`src/rtl/seg_scan_driver.sv`:
```
// Four-digit multiplexed seven-segment scanner with a double-buffered value,
// per-slot ghost blanking, hex decode and optional leading-zero suppression.
module seg_scan_driver #(
  parameter int CLK_DIV   = 5000,
  parameter int BLANK_CYC = 2,
  parameter int LZ_BLANK  = 0
) (
  input  logic        clk,
  input  logic        rst,
  input  logic        load,
  input  logic [15:0] value,
  input  logic [3:0]  dp,
  input  logic        blank,
  output logic [7:0]  seg,
  output logic [3:0]  an,
  output logic        frame_done,
  output logic        pending
);

  localparam int CW = (CLK_DIV > 2) ? $clog2(CLK_DIV) : 1;
  localparam logic [CW-1:0] CNT_LAST  = CW'(CLK_DIV - 1);
  localparam logic [CW-1:0] BLANK_END = CW'(BLANK_CYC);

  logic [CW-1:0] cnt_q, cnt_d;
  logic [1:0]    idx_q, idx_d;
  logic [15:0]   shown_q, shown_d, pend_q, pend_d;
  logic [3:0]    sdp_q, sdp_d, pdp_q, pdp_d;
  logic          pending_q, pending_d;
  logic [7:0]    seg_q, seg_d;
  logic [3:0]    an_q, an_d;
  logic          fd_q;

  logic          tick, bnd, lz;
  logic [3:0]    nib;
  logic [15:0]   upper;
  logic [7:0]    hex_full;

  function automatic logic [7:0] hex_seg(input logic [3:0] n);
    case (n)
      4'h0: hex_seg = 8'hC0;  4'h1: hex_seg = 8'hF9;
      4'h2: hex_seg = 8'hA4;  4'h3: hex_seg = 8'hB0;
      4'h4: hex_seg = 8'h99;  4'h5: hex_seg = 8'h92;
      4'h6: hex_seg = 8'h82;  4'h7: hex_seg = 8'hF8;
      4'h8: hex_seg = 8'h80;  4'h9: hex_seg = 8'h90;
      4'hA: hex_seg = 8'h88;  4'hB: hex_seg = 8'h83;
      4'hC: hex_seg = 8'hC6;  4'hD: hex_seg = 8'hA1;
      4'hE: hex_seg = 8'h86;  default: hex_seg = 8'h8E;
    endcase
  endfunction

  always_comb begin
    tick      = (cnt_q == CNT_LAST);
    bnd       = tick && (idx_q == 2'd3);
    cnt_d     = tick ? '0 : cnt_q + 1'b1;
    idx_d     = tick ? idx_q + 2'd1 : idx_q;
    shown_d   = shown_q;
    sdp_d     = sdp_q;
    pend_d    = pend_q;
    pdp_d     = pdp_q;
    pending_d = pending_q;
    // A load landing on the boundary itself bypasses the pend buffer.
    if (bnd) begin
      pending_d = 1'b0;
      if (load) begin
        shown_d = value;
        sdp_d   = dp;
      end else if (pending_q) begin
        shown_d = pend_q;
        sdp_d   = pdp_q;
      end
    end else if (load) begin
      pend_d    = value;
      pdp_d     = dp;
      pending_d = 1'b1;
    end

    nib      = shown_q[4*idx_q +: 4];
    upper    = shown_q >> {idx_q, 2'b00};
    lz       = (LZ_BLANK != 0) && (idx_q != 2'd0) && (upper == 16'h0000);
    hex_full = hex_seg(nib);
    seg_d    = {~sdp_q[idx_q], lz ? 7'h7F : hex_full[6:0]};
    an_d     = ~(4'b0001 << idx_q);
    if (blank || (cnt_q < BLANK_END)) begin
      an_d  = 4'hF;
      seg_d = 8'hFF;
    end
  end

  always_ff @(posedge clk or negedge rst) begin
    if (!rst) begin
      cnt_q     <= '0;
      idx_q     <= 2'd0;
      shown_q   <= 16'h0000;
      sdp_q     <= 4'h0;
      pend_q    <= 16'h0000;
      pdp_q     <= 4'h0;
      pending_q <= 1'b0;
      seg_q     <= 8'hFF;
      an_q      <= 4'hF;
      fd_q      <= 1'b0;
    end else begin
      cnt_q     <= cnt_d;
      idx_q     <= idx_d;
      shown_q   <= shown_d;
      sdp_q     <= sdp_d;
      pend_q    <= pend_d;
      pdp_q     <= pdp_d;
      pending_q <= pending_d;
      seg_q     <= seg_d;
      an_q      <= an_d;
      fd_q      <= bnd;
    end
  end

  assign seg        = seg_q;
  assign an         = an_q;
  assign frame_done = fd_q;
  assign pending    = pending_q;

endmodule

```
`config.mk`:
```
export PLATFORM = sky130hd
export DESIGN_NAME = seg_scan_driver
export DESIGN_NICKNAME = d
export VERILOG_FILES = /design/src/rtl/seg_scan_driver.sv
export SDC_FILE = /design/constraint.sdc
export NUM_CORES = 1
export LEC_CHECK = 0
export BUFFER_PORTS_ARGS = -buffer_cell sky130_fd_sc_hd__clkbuf_2
export CORE_MARGIN = 2
export CORE_UTILIZATION = 42
export CTS_CLUSTER_DIAMETER = 100
export CTS_CLUSTER_SIZE = 10
export DETAILED_ROUTE_END_ITERATION = 8
export HOLD_SLACK_MARGIN = 0.12
export PLACE_DENSITY = 0.64
export SLEW_MARGIN = 10
export SYNTH_ARGS = -nofsm -noshare
export SYNTH_HDL_FRONTEND = slang
export SYNTH_SLANG_ARGS = --single-unit
export TNS_END_PERCENT = 20
```
`constraint.sdc`:
```
create_clock -name clk -period 2.4 [get_ports clk]
set_input_delay 0.48 -clock clk [delete_from_list [all_inputs] [get_ports clk]]
set_output_delay 0.48 -clock clk [all_outputs]
set_load 0.1 [all_outputs]
```
# Word level (Yosys, flattened, before mapping)
# Memories as Yosys holds them, arrays and structs flattened.
# Cells that the tools add are included.
# totals
ff_bits	69
latch_bits	0
mem_bits_rw	0
mem_bits_ro	112
inputBits	24
output_inout_bits	14
word_cells	39
mem_count	1
# classes
addsub	2
n_mul	0
div	0
n_lt_le_gt_ge	2
n_eq_ne	2
shift	2
n_mux	11
bitwise	3
n_reduce_logical	6
# memory_table
name	depth	word_bits	read_ports	rd_ports_with_merged_regs	write_ports	line	rtl
(name not given)	16	7	1	0	0	39	case (n)
# op_table
cell	count
$mux 16	2
$shiftx 16x5->4	1
$add 13x1->13 const B	1
$eq 13x13->1 const B	1
$lt 13x2->1 const B	1
$mux 13	1
$mux 4	3
$mux 8	1
$not 4->4	1
$reduce_and 2->1	2
$reduce_bool 2->1	2
$shl 1x2->4 const A	1
$lt 2x3->1 const B	1
$mux 1	3
$add 2x1->2 const B	1
$bmux 1 s2	1
$eq 2x2->1 const B	1
$not 1->1	2
$logic_and 1x1->1	1
$logic_or 1x1->1	1

# Logic depth before layout (Yosys ltp)
# Gate-level depths: netlist (run 1).
# logic_depth
word_depth	4
depth_mapped	7

# Worst setup path after synthesis (run 1)
# No wires, ideal clock.
# synth_timing
kind	register to register
startpoint	register pending_q, in the netlist pending
endpoint	register sdp_q[0]
setup_ps	125
t_arrival_ps	1822
required_ps	2275
slack_ps	452
stages_incl_launch_ff	5
path_buffers	1
cell_sequence	dfrtp_1 nor2_1 or3_4 buf_6 mux2_4
# synth_via
elab_chain_len	2
# synth_rtl
element	line	rtl
start: declaration	28	logic pending_q, pending_d;
start signal: assignment	108	pending_q <= pending_d;
$reduce_bool 2->1 (no line)	-	
$reduce_and 2->1 (no line)	-	
end signal: assignment	105	sdp_q <= sdp_d;
end: declaration	27	logic [3:0] sdp_q, sdp_d, pdp_q, pdp_d;
# Every way passes these cells.
# A chain may end at the register's enable or synchronous reset.

# Worst setup path in the final report (run 1)
# layout_timing
startpoint	register cnt_q[0]
endpoint	register shown_q[7]
# layout_via
elab_chain_len	3
# layout_rtl
element	line	rtl
start: declaration	24	logic [CW-1:0] cnt_q, cnt_d;
start signal: assignment	102	cnt_q <= cnt_d;
$eq 13x13->1	52	tick = (cnt_q == CNT_LAST);
$logic_and 1x1->1	53	bnd = tick && (idx_q == 2'd3);
$reduce_and 2->1 (no line)	-	
end signal: assignment	104	shown_q <= shown_d;
end: declaration	26	logic [15:0] shown_q, shown_d, pend_q, pend_d;
# Every way passes these cells.

==> impl_metrics.json, run 1 <==
{
  "run_status": "completed",
  "number_of_vias_in_the_routed_layout": 1990,
  "cp_data_arrival_time_ps": 2290,
  "average_wire_per_standard_cell_microns": 14.4,
  "critical_path_class": "flop to flop",
  "flow.area_growth_from_synthesis_pct": 15.0,
  "final_layout_size_suffix_gt1_share_pct": 47.3,
  "crit_family": "simple AND/OR/NAND/NOR gates",
  "floorplan.initialDensity_pct": 43.6,
  "yosysMostFrequentCell": "sky130_fd_sc_hd__dfrtp_1",
  "hp-class": "input port to asynchronous set/reset pin",
  "drcViolationCount": 0,
  "startpoint_type": "flop",
  "grt_max_degree": 45,
  "max_clock_freq_mhz": 485,
  "crit_chain": "ha_1 -> and3_1 -> nand4_2 -> or3_4 -> mux2_4",
  "final_util_pct": 50.1,
  "cts_sinks": 69,
  "yosysWarningCount": 0,
  "synth_sequential_area_ratio_pct": 51.2,
  "critPathSlowestCell": "sky130_fd_sc_hd__or3_4",
  "max-clock-path-buffers": 2,
  "synth_nets": 285,
  "peak_supply_drop_uv": 485,
  "clock_insertion_delay_worst_skew_ps": 340,
  "synthTopCellsByArea": "sky130_fd_sc_hd__dfrtp_1 42%, sky130_fd_sc_hd__mux2_2 14%, sky130_fd_sc_hd__dfstp_2 9.3%",
  "htreeDepth": 3,
  "placed_cells_incl_taps": 382,
  "power_after_layout_mw": 2.51,
  "path_buf_inv": 0,
  "nets": 326,
  "clock_tree_from_tritoncts": "done",
  "fin_tns_setup_ps": 0,
  "worstReg2RegStart": "cnt_q[0]",
  "timing.final.setup_violations": 0,
  "maxSlewHeadroom_pct": 33.3,
  "final-hold-violation-count": 0,
  "boundaryPins": 38,
  "endpoint_kind": "flop",
  "cts.repair_timing.setup_buffer_count": 0,
  "synth_top_cells_by_count": "57 x sky130_fd_sc_hd__dfrtp_1, 41 x sky130_fd_sc_hd__mux2_2, 20 x sky130_fd_sc_hd__mux2_4",
  "synthDominantCellAreaShare_pct": 41.9,
  "crit_path_max_fanout": 20,
  "synth_top_area_cell": "sky130_fd_sc_hd__dfrtp_1",
  "crit_path_largest_cell_delay_ps": 580,
  "num_rows": 32,
  "drt_first_pass_iters": 4,
  "period_needed_ps": 2060,
  "cts.hold.buffers_added": 0,
  "detail_route.wirelength_mm": 5.73,
  "wire_length_of_the_first_global_routing_pass_mm": 9.78,
  "cts.clk_slew.worst_paths_ps": 70,
  "ys_seq_elements": 69,
  "p_per_area_mw_per_mm2": 642,
  "synth_ff_type": "sky130_fd_sc_hd__dfrtp_1",
  "synth_cell_type_count": 37,
  "timing.hold.ws_ps": 152,
  "power_leakage_nw": 1.80,
  "synth_edf_count": 0,
  "mappedNetlistArea_sq_mm": 0.00340,
  "final.period_utilization_pct": 86.0,
  "reg2reg_depth": 5,
  "initialDrtViolationCount": 49,
  "rsz_0062_raised_after_global_routing": "no",
  "root_buffer": "sky130_fd_sc_hd__clkbuf_8",
  "core-area_sq_mm": 0.00781,
  "syn_area_per_cell_sq_um": 13.6,
  "design.die.area_sq_mm": 0.00884,
  "cts-buffers-inserted": 9,
  "dieHeight_microns": 94,
  "tightest_slew_ps": 987,
  "finalNonFillerCells": 398,
  "grt_pass1_vias": 1970,
  "antenna_cells_inserted": 0,
  "gp_congestion": 0.772,
  "detail_route.vias_per_cell": 5.00,
  "synth_async_sr_flop_share_pct": 100,
  "number_of_antenna_violations_at_the_first_check_in_global_routing": 0,
  "final-max-slew-violation-count": 0,
  "finalClockSkew_ps": 10.5,
  "r2r_setup_slack_ps": 340,
  "cts_resized": 0,
  "rr_endpoint": "shown_q[7]",
  "fillers": 707,
  "final_antenna_net_count": 0,
  "detailed_place_hpwl_mm": 4.03,
  "grt-ovfl-total": 0,
  "global_route.usage.total_pct": 14.5,
  "required_time_at_the_endpoint_of_the_critical_path_ps": 2620,
  "die_x_microns": 94,
  "max_cap_violations": 0,
  "buffer_ports.inserted": 37,
  "netlist_instances": 250
}
## cell families after synthesis
| kind of cell | Yosys count | share of synthesized area, % |
|---|---|---|
| flip-flops | 69 | 51.2 |
| AND/OR/NAND/NOR | 54 | 9.05 |
| XOR/XNOR | 15 | 3.86 |
| AO/OA/AOI/OAI | 16 | 2.94 |
| multiplexers | 67 | 26.4 |
| adder cells (fa/ha/maj) | 11 | 4.05 |
| buffers and inverters | 18 | 2.54 |
## report_power, final
part | internal, mW | switching, mW | total [mW]
sequential | 1.23 | 0.0268 | 1.25
clock | 0.567 | 0.401 | 0.968
combinational | 0.123 | 0.167 | 0.291
## per-stage QoR
step                cell area (sq um)  worst slack [ps]
detailed placement               3700               352
finish                           3910               336
CTS                              3910               318
global placement                 3700               421
floorplan                        3400               452
global route                     3910               225
## cell usage in the layout (no fill, tap or decap), drive strengths merged
master | synthesis | final
mux2 | 61 | 61
o21ai | 6 | 6
or3 | 2 | 2
o211ai | 3 | 3
nor4 | 2 | 2
xor2 | 9 | 9
and3 | 5 | 5
nor2 | 11 | 11
nand3 | 7 | 7
dfstp | 12 | 12
o31ai | 1 | 1
nor3b | 2 | 2
ha | 11 | 11
and2 | 1 | 1
xnor2 | 6 | 6
o21a | 1 | 1
nand2b | 1 | 1
nor3 | 1 | 1
and4 | 2 | 2
nor4b | 1 | 1
dfrtp | 57 | 57
buf | 5 | 6
mux4 | 6 | 6
nand2 | 12 | 12
nand3b | 1 | 1
or2 | 2 | 2
clkbuf | 7 | 51
nand4 | 4 | 4
a41oi | 1 | 1
bufinv | 0 | 1
o221ai | 1 | 1
a21oi | 3 | 3
inv | 6 | 6
## how the worst max path moves through the flow
stage / startpoint / end / slack [ps] / cells after the start
2_1_floorplan: pending / sdp_q[0] / 450 / 4
3_3_place_gp: cnt_q[0] / shown_q[12] / 420 / 5
3_5_place_dp: cnt_q[0] / shown_q[9] / 350 / 5
4_1_cts: cnt_q[0] / sdp_q[3] / 320 / 5
5_1_grt: cnt_q[0] / shown_q[7] / 220 / 5
6_report: cnt_q[0] / shown_q[7] / 340 / 5
## worst reg2reg max path, delay by kind of cell, from the launching register on
family / cells / cell delay (ps)
flops: 1 / 410
mux: 1 / 360
fa+ha+maj: 1 / 230
simple gates: 3 / 950
## cell type report
cell class,instances,area [sq um],share of cell area (%)
Clock buffer,15,176,4.51
Clock inverter,1,30.0,0.768
Inverter,6,22.5,0.576
Multi-Input combinational cell,163,1580,40.3
Sequential cell,69,1740,44.5
Tap cell,102,128,3.26
Timing Repair Buffer,42,235,6.01
## flip-flops by register name, summed over array words and instances, names as in the netlist
signal and count:
pend_q 16, an 4, seg 8, shown_q 16, cnt_q 13, pending 1, idx_q 2, pdp_q 4
frame_done 1, sdp_q 4
## routing by layer
layer	global-route usage, %	part of all wire [%]	up-vias
met5	0	0	-
met4	5.07	0.89	0
met3	4.49	3.7	6
met2	22.0	46	34
met1	19.8	49	976
li1	-	-	974
Power figures use the tool's default switching activity.
==> run 2, diff against run 1 <==
- ABC_AREA: not set -> 1
==> impl_metrics.json, run 2 <==
{
  "crit_path_largest_cell_delay_ps": 570,
  "design.die.area_sq_mm": 0.00935,
  "ys_seq_elements": 69,
  "synthTopCellsByArea": "sky130_fd_sc_hd__dfrtp_1 40%, sky130_fd_sc_hd__nand2_1 16%, sky130_fd_sc_hd__nand3_1 10%",
  "max_clock_freq_mhz": 501,
  "number_of_vias_in_the_routed_layout": 2805,
  "nets": 502,
  "commonest_non_fill_non_tap_cell_in_the_layout": "sky130_fd_sc_hd__nand2_1",
  "cts-buffers-inserted": 9,
  "tightest_slew_ps": 541,
  "run_status": "completed",
  "grt_max_degree": 70,
  "final-hold-violation-count": 0,
  "critical_path_class": "flop to flop",
  "rsz_0062_raised_after_global_routing": "no",
  "cts.repair_timing.setup_buffer_count": 0,
  "crit_path_max_fanout": 14,
  "critPathSlowestCell": "sky130_fd_sc_hd__dfrtp_1",
  "peak_supply_drop_uv": 420,
  "crit_chain": "inv_1 -> nand2_1 -> nand3_1 -> nand2_1 -> inv_1 -> ha_1 -> nand3_1 -> nand2_1 -> nand2_1 -> nand3_1",
  "final_util_pct": 48.8,
  "synth_sequential_area_ratio_pct": 48.3,
  "cts_resized": 0,
  "yosysWarningCount": 0,
  "synth_top_area_cell": "sky130_fd_sc_hd__dfrtp_1",
  "synth_edf_count": 0,
  "final-max-slew-violation-count": 0,
  "period_needed_ps": 2000,
  "max-clock-path-buffers": 2,
  "initialDrtViolationCount": 179,
  "final.period_utilization_pct": 83.2,
  "detail_route.wirelength_mm": 6.98,
  "timing.final.setup_violations": 0,
  "syn_area_per_cell_sq_um": 8.35,
  "grt-ovfl-total": 0,
  "detailed_place_hpwl_mm": 4.90,
  "p_per_area_mw_per_mm2": 558,
  "endpoint_kind": "flop",
  "cts_sinks": 69,
  "mappedNetlistArea_sq_mm": 0.00361,
  "yosysMostFrequentCell": "sky130_fd_sc_hd__nand2_1",
  "synth_ff_type": "sky130_fd_sc_hd__dfrtp_1",
  "placed_cells_incl_taps": 561,
  "synth_cell_type_count": 31,
  "maxSlewHeadroom_pct": 64.1,
  "global_route.usage.total_pct": 16.6,
  "power_leakage_nw": 2.11,
  "required_time_at_the_endpoint_of_the_critical_path_ps": 2660,
  "dieHeight_microns": 96.7,
  "buffer_ports.inserted": 37,
  "drt_first_pass_iters": 4,
  "floorplan.initialDensity_pct": 43.7,
  "antenna_cells_inserted": 0,
  "cts.hold.buffers_added": 0,
  "synth_async_sr_flop_share_pct": 100,
  "grt_pass1_vias": 2774,
  "finalClockSkew_ps": 11.8,
  "cts.clk_slew.worst_paths_ps": 70,
  "path_buf_inv": 2,
  "max_cap_violations": 0,
  "drcViolationCount": 0,
  "worst_path_most_repeated_cell": "sky130_fd_sc_hd__nand2_1",
  "clockPowerShare_pct": 37.1,
  "fin_tns_setup_ps": 0,
  "htreeDepth": 3,
  "finalNonFillerCells": 577,
  "crit_family": "simple AND/OR/NAND/NOR gates",
  "final_layout_size_suffix_gt1_share_pct": 21.2,
  "power.share.sequential_pct": 54.2,
  "power_switching_share_pct": 25.4,
  "clock_insertion_delay_worst_skew_ps": 340,
  "layout_common_cells": "151 x sky130_fd_sc_hd__nand2_1, 73 x sky130_fd_sc_hd__nand3_1, 57 x sky130_fd_sc_hd__dfrtp_1, 36 x sky130_fd_sc_hd__clkbuf_2, 30 x sky130_fd_sc_hd__inv_1",
  "power_switching_mw": 0.572,
  "netlist_instances": 432,
  "core-area_sq_mm": 0.00826,
  "cp_data_arrival_time_ps": 2250,
  "final_antenna_net_count": 0,
  "root_buffer": "sky130_fd_sc_hd__clkbuf_8",
  "gp_congestion": 0.906,
  "p_comb_share_pct": 8.7,
  "boundaryPins": 38,
  "largestRegisters": "pend_q (16), shown_q (16), cnt_q (13)",
  "num_rows": 33,
  "hp-class": "input port to asynchronous set/reset pin",
  "power_after_layout_mw": 2.25,
  "synth_top_cells_by_count": "151 x sky130_fd_sc_hd__nand2_1, 73 x sky130_fd_sc_hd__nand3_1, 57 x sky130_fd_sc_hd__dfrtp_1",
  "synth_nets": 467,
  "wire_length_of_the_first_global_routing_pass_mm": 12.8,
  "clock_tree_from_tritoncts": "done",
  "average_wire_per_standard_cell_microns": 12.1,
  "cell_internal_pwr_mw": 1.68,
  "synthDominantCellAreaShare_pct": 39.5,
  "startpoint_type": "flop",
  "detail_route.vias_per_cell": 4.86,
  "number_of_antenna_violations_at_the_first_check_in_global_routing": 0,
  "die_x_microns": 96.7,
  "flow.area_growth_from_synthesis_pct": 11.6
}
==> run 2: metrics by stage <==
stage          instance area (sq um)  hold WS [ps]  setup WS (ps)
5_1_grt                         4030           171           48.9
4_1_cts                         4030           167            399
2_1_floorplan                   3610           184            739
3_5_place_dp                    3850           455            417
3_3_place_gp                    3850           449            537
6_report                        4030           152            404
==> run 2: logic make-up (layout without fill, tap and decap cells) <==
kind of cell / count (synthesis) / in the layout / share of synthesized area (%)
AO/OA/AOI/OAI: 11 / 11 / 1.63
XOR/XNOR: 4 / 4 / 0.971
adder cells (fa/ha/maj): 11 / 11 / 3.81
buffers and inverters: 50 / 90 / 6.73
flip-flops: 69 / 69 / 48.3
multiplexers: 20 / 20 / 6.24
AND/OR/NAND/NOR: 267 / 267 / 32.4
==> run 2: cell type report <==
cell class	count	area [sq um]
sequential	69	1740
tap	105	131
clock inverter	5	36.3
clock buffer	11	141
timing repair buffer	41	228
fill	785	4230
multi-input combinational	313	1620
inverter	33	125
==> run 2: path summary, 6_finish.rpt <==
path / endpoint / cells past startpoint / start / slack [ps]
min in group clk: pend_q[10] / 3 / value[10] / 380
setup / recovery: seg[5] / 10 / idx_q[0] / 400
setup reg to reg: seg[5] / 10 / idx_q[0] / 400
hold / removal: cnt_q[5] / 2 / rst / 150
max in group asynchronous: seg[7] / 2 / rst / 1930
hold reg to reg: pdp_q[3] / 2 / pdp_q[3] / 470
==> run 2: power by group through the flow <==
stage	clock [mW]	sequential [mW]	combinational, mW
finish	0.834	1.22	0.196
global route	0.926	1.22	0.220
CTS	0.867	1.22	0.200
detailed placement	0	1.24	0.198
global placement	0	1.24	0.197
floorplan	0	1.28	0.0878
==> run 2: layer usage <==
layer	vias to the layer above	global-route usage [%]	part of all wire, %
met1	1267	23.9	50
met4	0	3.90	1.2
met5	-	0	0
met3	11	5.42	5.6
met2	69	24.3	43
li1	1458	-	-
==> run 3, diff against run 2 <==
- ABC_AREA: 1 -> 0
- clock period: 2.4 -> 2 ns (I/O delays scaled with it)
==> impl_metrics.json, run 3 (synthesis results as in run 1) <==
{
  "max-clock-path-buffers": 2,
  "dieHeight_microns": 94,
  "crit_path_largest_cell_delay_ps": 500,
  "run_status": "completed",
  "worstReg2RegStart": "cnt_q[10]",
  "initialDrtViolationCount": 97,
  "gp_congestion": 0.787,
  "critPathSlowestCell": "sky130_fd_sc_hd__or3_4",
  "flow.area_growth_from_synthesis_pct": 20.4,
  "p_per_area_mw_per_mm2": 734,
  "critical_path_class": "flop to flop",
  "register_area_sq_mm": 0.00174,
  "die_x_microns": 94,
  "final-hold-violation-count": 0,
  "maxSlewHeadroom_pct": 62.2,
  "num_rows": 32,
  "placement.setup.worst_slack_ps": 3.83,
  "final-max-slew-violation-count": 0,
  "number_of_vias_in_the_routed_layout": 2131,
  "design.die.area_sq_mm": 0.00884,
  "period_needed_ps": 1940,
  "endpoint_kind": "flop",
  "drt_first_pass_iters": 4,
  "rr_endpoint": "shown_q[7]",
  "final.period_utilization_pct": 97.0,
  "detail_route.wirelength_mm": 6.47,
  "p_comb_share_pct": 12.1,
  "boundaryPins": 38,
  "cts_sinks": 69,
  "global_route.usage.total_pct": 15.8,
  "crit_path_max_fanout": 7,
  "detailed_place_hpwl_mm": 4.41,
  "buffer_ports.inserted": 37,
  "power.share.sequential_pct": 50.0,
  "max_cap_violations": 0,
  "wire_length_of_the_first_global_routing_pass_mm": 10.5,
  "power_switching_mw": 0.771,
  "rsz_0062_raised_after_global_routing": "yes",
  "final_antenna_net_count": 0,
  "startpoint_type": "flop",
  "drcViolationCount": 0,
  "cp_data_arrival_time_ps": 2170,
  "power_after_layout_mw": 3.01,
  "peak_supply_drop_uv": 337,
  "multi_input_combinational_cell_area_sq_mm": 0.00162,
  "power_switching_share_pct": 25.6,
  "grt_pass1_vias": 2158,
  "average_wire_per_standard_cell_microns": 15.4,
  "timing.final.ws_setup_ps": 59.6,
  "largestRegisters": "pend_q (16), shown_q (16), cnt_q (13)",
  "htreeDepth": 3,
  "max_clock_freq_mhz": 515,
  "layout_common_cells": "57 x sky130_fd_sc_hd__dfrtp_1, 41 x sky130_fd_sc_hd__mux2_2, 36 x sky130_fd_sc_hd__clkbuf_2, 20 x sky130_fd_sc_hd__mux2_4, 20 x sky130_fd_sc_hd__buf_4",
  "core-area_sq_mm": 0.00781,
  "required_time_at_the_endpoint_of_the_critical_path_ps": 2230,
  "hp-class": "input port to flop",
  "number_of_antenna_violations_at_the_first_check_in_global_routing": 0,
  "r2r_setup_slack_ps": 60,
  "clock_tree_from_tritoncts": "done",
  "timing.hold.ws_ps": 298,
  "crit_chain": "nor4_4 -> nand4_4 -> or3_4 -> mux2_4",
  "grt_max_degree": 35,
  "cts.clk_slew.worst_paths_ps": 80,
  "reg2reg_depth": 4,
  "cell_internal_pwr_mw": 2.24,
  "nets": 347,
  "final_layout_size_suffix_gt1_share_pct": 51.7,
  "clock_insertion_delay_worst_skew_ps": 350,
  "floorplan.initialDensity_pct": 43.6,
  "cp-startpoint": "cnt_q[10]",
  "clockPowerShare_pct": 37.9,
  "detail_route.vias_per_cell": 5.09,
  "antenna_cells_inserted": 0,
  "grt-ovfl-total": 0,
  "tightest_slew_ps": 566,
  "root_buffer": "sky130_fd_sc_hd__clkbuf_8",
  "timing_endpoint_of_the_critical_path": "shown_q[7]",
  "cts-buffers-inserted": 9,
  "finalClockSkew_ps": 8.36,
  "fillers": 684,
  "commonest_non_fill_non_tap_cell_in_the_layout": "sky130_fd_sc_hd__dfrtp_1",
  "timing.final.setup_violations": 0,
  "power_leakage_nw": 1.91
}
-- run 3: changes by cell type in the layout (fill, tap and decap cells not counted), sizes merged, moves of 6 or more --
| cell | delta |
|---|---|
| buf | +18 |
| inv | -25 |
| mux2 | +41 |
| mux4 | +6 |
| nand2 | -142 |
| nand3 | -68 |
| nor2 | -19 |
| xnor2 | +6 |
-- run 3: cell type report --
class / instances / area share [%]
tap: 102 / 3.11
clock inverter: 6 / 1.53
timing repair buffer: 60 / 9.40
sequential: 69 / 42.5
inverter: 6 / 0.550
multi-input combinational: 166 / 39.5
clock buffer: 10 / 3.36
-- run 3: worst max-delay path, delay by kind of cell, from the launching register on --
kind | cells | cell delay (ps)
multiplexers | 1 | 310
AND/OR/NAND/NOR | 3 | 1100
flip-flops | 1 | 410
-- run 3: metal layers --
layer  wire (microns)  vias to the layer above  share of wire [%]  global-route usage, %
met1             3080                     1040                 48                   22.0
met2             2980                       54                 46                   22.9
met3              266                       11                4.1                   3.29
met4              148                        0                2.3                   9.06
li1                 -                     1026                  -                      -
met5                0                        -                  0                      0
-- run 3: repair_timing --
action,CTS,global route
endpoints found under the setup margin,20,22
pin swaps,0,4
setup buffers,0,2
gates cloned,0,3
gates resized for setup,0,5
endpoints found under the hold margin,11,0
hold buffers,1,0
-- run 3: how the worst min path moves through the flow --
| stage | slack, ps | endpoint | from | depth (start not counted) |
|---|---|---|---|---|
| 3_5_place_dp | 430 | cnt_q[4] | rst | 1 |
| 5_1_grt | 290 | pdp_q[2] | dp[2] | 2 |
| 6_report | 300 | pend_q[12] | value[12] | 2 |
| 2_1_floorplan | 100 | cnt_q[0] | rst | 0 |
| 3_3_place_gp | 430 | cnt_q[4] | rst | 1 |
| 4_1_cts | 280 | pdp_q[2] | dp[2] | 2 |
-- run 3: stage by stage --
stage	util (%)	TNS, ps	cells	cell area (sq um)
2_1_floorplan	-	0	250	3400
6_report	52.5	0	419	4100
4_1_cts	51.7	-121	414	4040
5_1_grt	52.5	-51.2	419	4100
3_3_place_gp	49.1	0	397	3830
3_5_place_dp	49.1	0	397	3830
-- run 3: power by group through the flow --
stage / Clock [mW] / Combinational [mW] / Sequential [mW]
2_1_floorplan: 0 / 0.165 / 1.62
3_3_place_gp: 0 / 0.362 / 1.53
3_5_place_dp: 0 / 0.367 / 1.53
4_1_cts: 1.18 / 0.370 / 1.50
5_1_grt: 1.24 / 0.394 / 1.51
6_report: 1.14 / 0.364 / 1.51
